File: config.mk
export PLATFORM = sky130hd
export DESIGN_NAME = cr_bin2gray_cntr_flat
export DESIGN_NICKNAME = d
export VERILOG_FILES = /design/src/rtl/cr_bin2gray_cntr_if.sv /design/src/rtl/cr_bin2gray_cntr.sv /design/src/flat_wrapper.sv
export SDC_FILE = /design/constraint.sdc
export NUM_CORES = 1
export LEC_CHECK = 0
export CORE_AREA = 10 10 47 49
export DETAILED_ROUTE_END_ITERATION = 10
export DIE_AREA = 0 0 57 59
export HOLD_SLACK_MARGIN = 0.03
export PLACE_DENSITY = 0.78
export SLEW_MARGIN = 10
export SYNTH_ARGS = -nofsm -noshare
export SYNTH_HDL_FRONTEND = slang
export SYNTH_SLANG_ARGS = --single-unit
File: constraint.sdc
create_clock -name i_clk -period 2 [get_ports i_clk]
set_input_delay 0.4 -clock i_clk [delete_from_list [all_inputs] [get_ports i_clk]]
set_output_delay 0.4 -clock i_clk [all_outputs]
set_load 0.03 [all_outputs]
File: src/rtl/cr_bin2gray_cntr_if.sv
// Control and result bundle for the binary/Gray up-down counter.
// The master drives count/load controls; the slave returns binary, Gray and wrap.
interface cr_bin2gray_cntr_if #(
  parameter int unsigned pWidth = 4
);
  logic              en;
  logic              dn;
  logic              ld;
  logic [pWidth-1:0] d;
  logic [pWidth-1:0] b;
  logic [pWidth-1:0] g;
  logic              wrap;

  modport master (
    output en, dn, ld, d,
    input  b, g, wrap
  );

  modport slave (
    input  en, dn, ld, d,
    output b, g, wrap
  );
endinterface

File: src/rtl/cr_bin2gray_cntr.sv
// Registered binary/Gray up-down counter with synchronous load.
// Binary and Gray are both flopped from the same next value so every Gray bit is a clean flop output.
module cr_bin2gray_cntr #(
  parameter int unsigned        pWidth    = 4,
  parameter logic [pWidth-1:0]  pResetVal = '0
) (
  input  logic                i_clk,
  input  logic                i_rst,
  cr_bin2gray_cntr_if.slave   bus
);

  localparam logic [pWidth-1:0] ONE      = pWidth'(1);
  localparam logic [pWidth-1:0] RST_GRAY = pResetVal ^ (pResetVal >> 1);

  logic [pWidth-1:0] r_b;
  logic [pWidth-1:0] r_g;
  logic              r_wrap;

  logic [pWidth-1:0] w_b_inc;
  logic [pWidth-1:0] w_b_dec;
  logic [pWidth-1:0] w_b_next;
  logic [pWidth-1:0] w_g_next;
  logic              w_wrap_next;

  assign w_b_inc = r_b + ONE;
  assign w_b_dec = r_b - ONE;

  // Load beats count; direction only matters when enabled.
  always_comb begin
    w_b_next    = r_b;
    w_wrap_next = 1'b0;
    if (bus.ld) begin
      w_b_next = bus.d;
    end else if (bus.en) begin
      if (bus.dn) begin
        w_b_next    = w_b_dec;
        w_wrap_next = (r_b == '0);
      end else begin
        w_b_next    = w_b_inc;
        w_wrap_next = (&r_b);
      end
    end
  end

  assign w_g_next = w_b_next ^ (w_b_next >> 1);

  always_ff @(posedge i_clk) begin
    if (i_rst) begin
      r_b    <= pResetVal;
      r_g    <= RST_GRAY;
      r_wrap <= 1'b0;
    end else begin
      r_b    <= w_b_next;
      r_g    <= w_g_next;
      r_wrap <= w_wrap_next;
    end
  end

  assign bus.b    = r_b;
  assign bus.g    = r_g;
  assign bus.wrap = r_wrap;

endmodule

File: src/flat_wrapper.sv
// flat-port wrapper written by rule: the top's interface ports become plain ports
module cr_bin2gray_cntr_flat 
#(
  parameter int unsigned        pWidth    = 4,
  parameter logic [pWidth-1:0]  pResetVal = '0
)
  (i_clk, i_rst, bus_en, bus_dn, bus_ld, bus_d, bus_b, bus_g, bus_wrap);
  cr_bin2gray_cntr_if #(.pWidth(pWidth)) bus_i ();
  input  logic i_clk;
  input  logic i_rst;
  input wire logic [$bits(bus_i.en)-1:0] bus_en;
  input wire logic [$bits(bus_i.dn)-1:0] bus_dn;
  input wire logic [$bits(bus_i.ld)-1:0] bus_ld;
  input wire logic [$bits(bus_i.d)-1:0] bus_d;
  output wire logic [$bits(bus_i.b)-1:0] bus_b;
  output wire logic [$bits(bus_i.g)-1:0] bus_g;
  output wire logic [$bits(bus_i.wrap)-1:0] bus_wrap;
  assign bus_i.en = bus_en;
  assign bus_i.dn = bus_dn;
  assign bus_i.ld = bus_ld;
  assign bus_i.d = bus_d;
  assign bus_b = bus_i.b;
  assign bus_g = bus_i.g;
  assign bus_wrap = bus_i.wrap;
  cr_bin2gray_cntr #(.pWidth(pWidth), .pResetVal(pResetVal)) u_core (.i_clk(i_clk), .i_rst(i_rst), .bus(bus_i));
endmodule
==> results.ini <==
[synth]
ys_async_sr_fraction_pct=0
postSynthNetCount=67
synth-warning-count=0
yosys_register_bits=8
syn_avg_cell_area_um2=9.03
ys_dominant_reg_cell=sky130_fd_sc_hd__dfxtp_1
syn-instance-count=55
synth_enable_flop_cells=0
yosys.cell_types.count=32
total_standard_cell_area_after_synthesis_um2=497
sequential_element_share_of_the_synthesized_area_pct=32.2

[sta]
fmax_ghz=0.545
final.period_utilization_pct=91.7
grt_setup_unrepaired=false
tightest_slew_ns=0.325
worst_clock_skew_ns=0.00273
fin_hold_ws_ns=0.634
finalHoldViolations=0
final-setup-viol-count=0
post-route-min-period_ns=1.83
drv_slew=0
timing.slew.headroom_pct=78.2

[global_route]
globalRouteOverflowTotal=0
first_global_vias=505
antenna_found_initial=0
grt_usage_pct=8.02
wire_length_of_the_first_global_routing_pass_mm=2.17
grt_start_max_net_pins=12

[routing]
drt-wirelength-per-cell_um=13.9
post_drt_via_cell_ratio=5.05
dr.pass1.iters=4
route.final.wire_length_mm=1.32
route.vias.total=480
drc_errors=0
ant_nets=0
detail_route.iter0.violations=9

[setup_path]
cp_cell_sequence=clkdlybuf4s50_1
slowest_stage=sky130_fd_sc_hd__clkdlybuf4s50_1
worstSetupEndpointType=output pin
criticalPathCategory=reg -> out
critPathLaunchType=register
reg2reg_setup_slack_ns=0.27
cpPeakStageDelay_ns=0.73
crit_arrival_ns=1.43
critical_path_buf_inv_count=1
critical_path_peak_fanout=9
critPathRequiredTime_ns=1.60
largest_delay_contributor_family_on_the_critical_path=buffers and inverters

[clock_tree]
tritoncts=done
clock_insertion_delay_worst_skew_ns=0.25
clkSlewWorstSetupHoldPaths_ns=0.05
number_of_buffers_added_by_the_clock_tree_synthesis_step=3
clock_sink_count=8
max-clock-path-buffers=2
htree_levels=1
cts_root_buffer=sky130_fd_sc_hd__clkbuf_4
post_cts_setup_buffer_count=0

[outcome]
outcome=completed

[die]
initial_core_utilization_pct=35.4
core_region_area_mm2=0.00140
die_h_um=59
die_w_um=57
rows=14
design.die.area_mm2=0.00336
floorplan.io_pins=18

[power_and_ir_drop]
power.static_leakage_nw=0.326
p_per_area_mw_per_mm2=662
power.total_mw=0.494
maximum_resistive_drop_on_vdd_mv=0.365

[place]
placement.io_buffers=17
dpl-instance-area_um2=721
gp_congestion=0.774
placed_cells=92

[cells_and_area]
stdcell_count=95
final_layout_size_suffix_gt1_share_pct=15.2
layout.nets=93
design_area_um2=746
finalCoreUtilization_pct=53.2
n_antenna_cell=0
syn_to_final_growth_pct=50.1

[min_path]
hold_class=reg -> reg

[job]
cap_violations=0

==> report_power, final <==
group	total [mW]	leakage (nW)	switching, mW	internal, mW
Sequential	0.186	0.0664	0.0104	0.175
Combinational	0.185	0.246	0.0940	0.0914
Clock	0.123	0.0138	0.0540	0.0686
==> layer usage <==
metal | global-route usage, % | share of wire, % | vias to the layer above
li1 | - | - | 243
met1 | 7.42 | 39 | 227
met2 | 14.9 | 56 | 8
met3 | 2.58 | 4.6 | 2
met4 | 5.03 | 0.45 | 0
met5 | 0 | 0 | -
==> final timing paths <==
path | startpoint | cells past startpoint | endpoint
worst max register to register | u_core.bus.b[0] | 7 | u_core.bus.g[1]
worst min-delay path | u_core.bus.g[3] | 2 | u_core.bus.wrap
worst min register to register | u_core.bus.g[3] | 2 | u_core.bus.wrap
worst max-delay path | u_core.bus.g[3] | 1 | bus_g[3]
==> what timing repair did <==
action | 4_1_cts | 5_1_grt
resized for setup | 0 | 2
hold endpoints to repair | 0 | 0
setup endpoints to repair | 0 | 3
hold buffers | 0 | 0
==> synth_stat cells, types with 2 or more instances <==
cell type | n | area share, %
sky130_fd_sc_hd__dfxtp_1 | 8 | 32
sky130_fd_sc_hd__nor2_1 | 6 | 4.5
sky130_fd_sc_hd__inv_1 | 4 | 3.0
sky130_fd_sc_hd__a21oi_1 | 3 | 3.0
sky130_fd_sc_hd__buf_4 | 2 | 3.0
sky130_fd_sc_hd__ha_1 | 2 | 5.0
sky130_fd_sc_hd__mux2i_1 | 2 | 4.0
sky130_fd_sc_hd__nand3b_1 | 2 | 3.0
sky130_fd_sc_hd__nor4b_1 | 2 | 3.5
sky130_fd_sc_hd__xor2_1 | 2 | 3.5
==> metrics by stage <==
step	TNS (ns)	setup slack [ns]
after global placement	-0.704	-0.195
after detailed placement	-0.973	-0.254
after global routing	0	0.0802
final	0	0.165
after CTS	0	0.00314
after floorplan	0	0.0170
==> flip-flops by register name (all words and copies together), names as in the netlist <==
| signal | flops |
|---|---|
| u_core.bus.wrap | 1 |
| u_core.bus.b | 3 |
| u_core.bus.g | 4 |
==> layout by cell type, fill, tap and decap left out, types with 2 or more instances in the layout <==
| master | count |
|---|---|
| sky130_fd_sc_hd__a21oi_1 | 3 |
| sky130_fd_sc_hd__nor2_1 | 6 |
| sky130_fd_sc_hd__ha_1 | 2 |
| sky130_fd_sc_hd__clkdlybuf4s50_1 | 16 |
| sky130_fd_sc_hd__xor2_1 | 2 |
| sky130_fd_sc_hd__buf_4 | 7 |
| sky130_fd_sc_hd__clkbuf_4 | 3 |
| sky130_fd_sc_hd__nor4b_1 | 2 |
| sky130_fd_sc_hd__dfxtp_1 | 8 |
| sky130_fd_sc_hd__inv_1 | 3 |
| sky130_fd_sc_hd__mux2i_1 | 2 |
| sky130_fd_sc_hd__nand3b_1 | 2 |
==> logic make-up after synthesis <==
group,Yosys count,synth area share (%)
buffers and inverters,7,6.80
xor gates and xnor gates,3,5.29
muxes,2,4.03
DFF,8,32.2
adders and majority gates,3,9.07
AOI/OAI and AO/OA,9,12.6
and+or+nand+nor,23,30.0
==> cell type report <==
| cell class | count | area (um^2) |
|---|---|---|
| Fill cell | 143 | 656 |
| Multi-Input combinational cell | 40 | 303 |
| Timing Repair Buffer | 24 | 225 |
| Sequential cell | 8 | 160 |
| Clock buffer | 3 | 22.5 |
| Tap cell | 16 | 20.0 |
| Inverter | 4 | 15.0 |
Power figures use the tool's default switching activity.
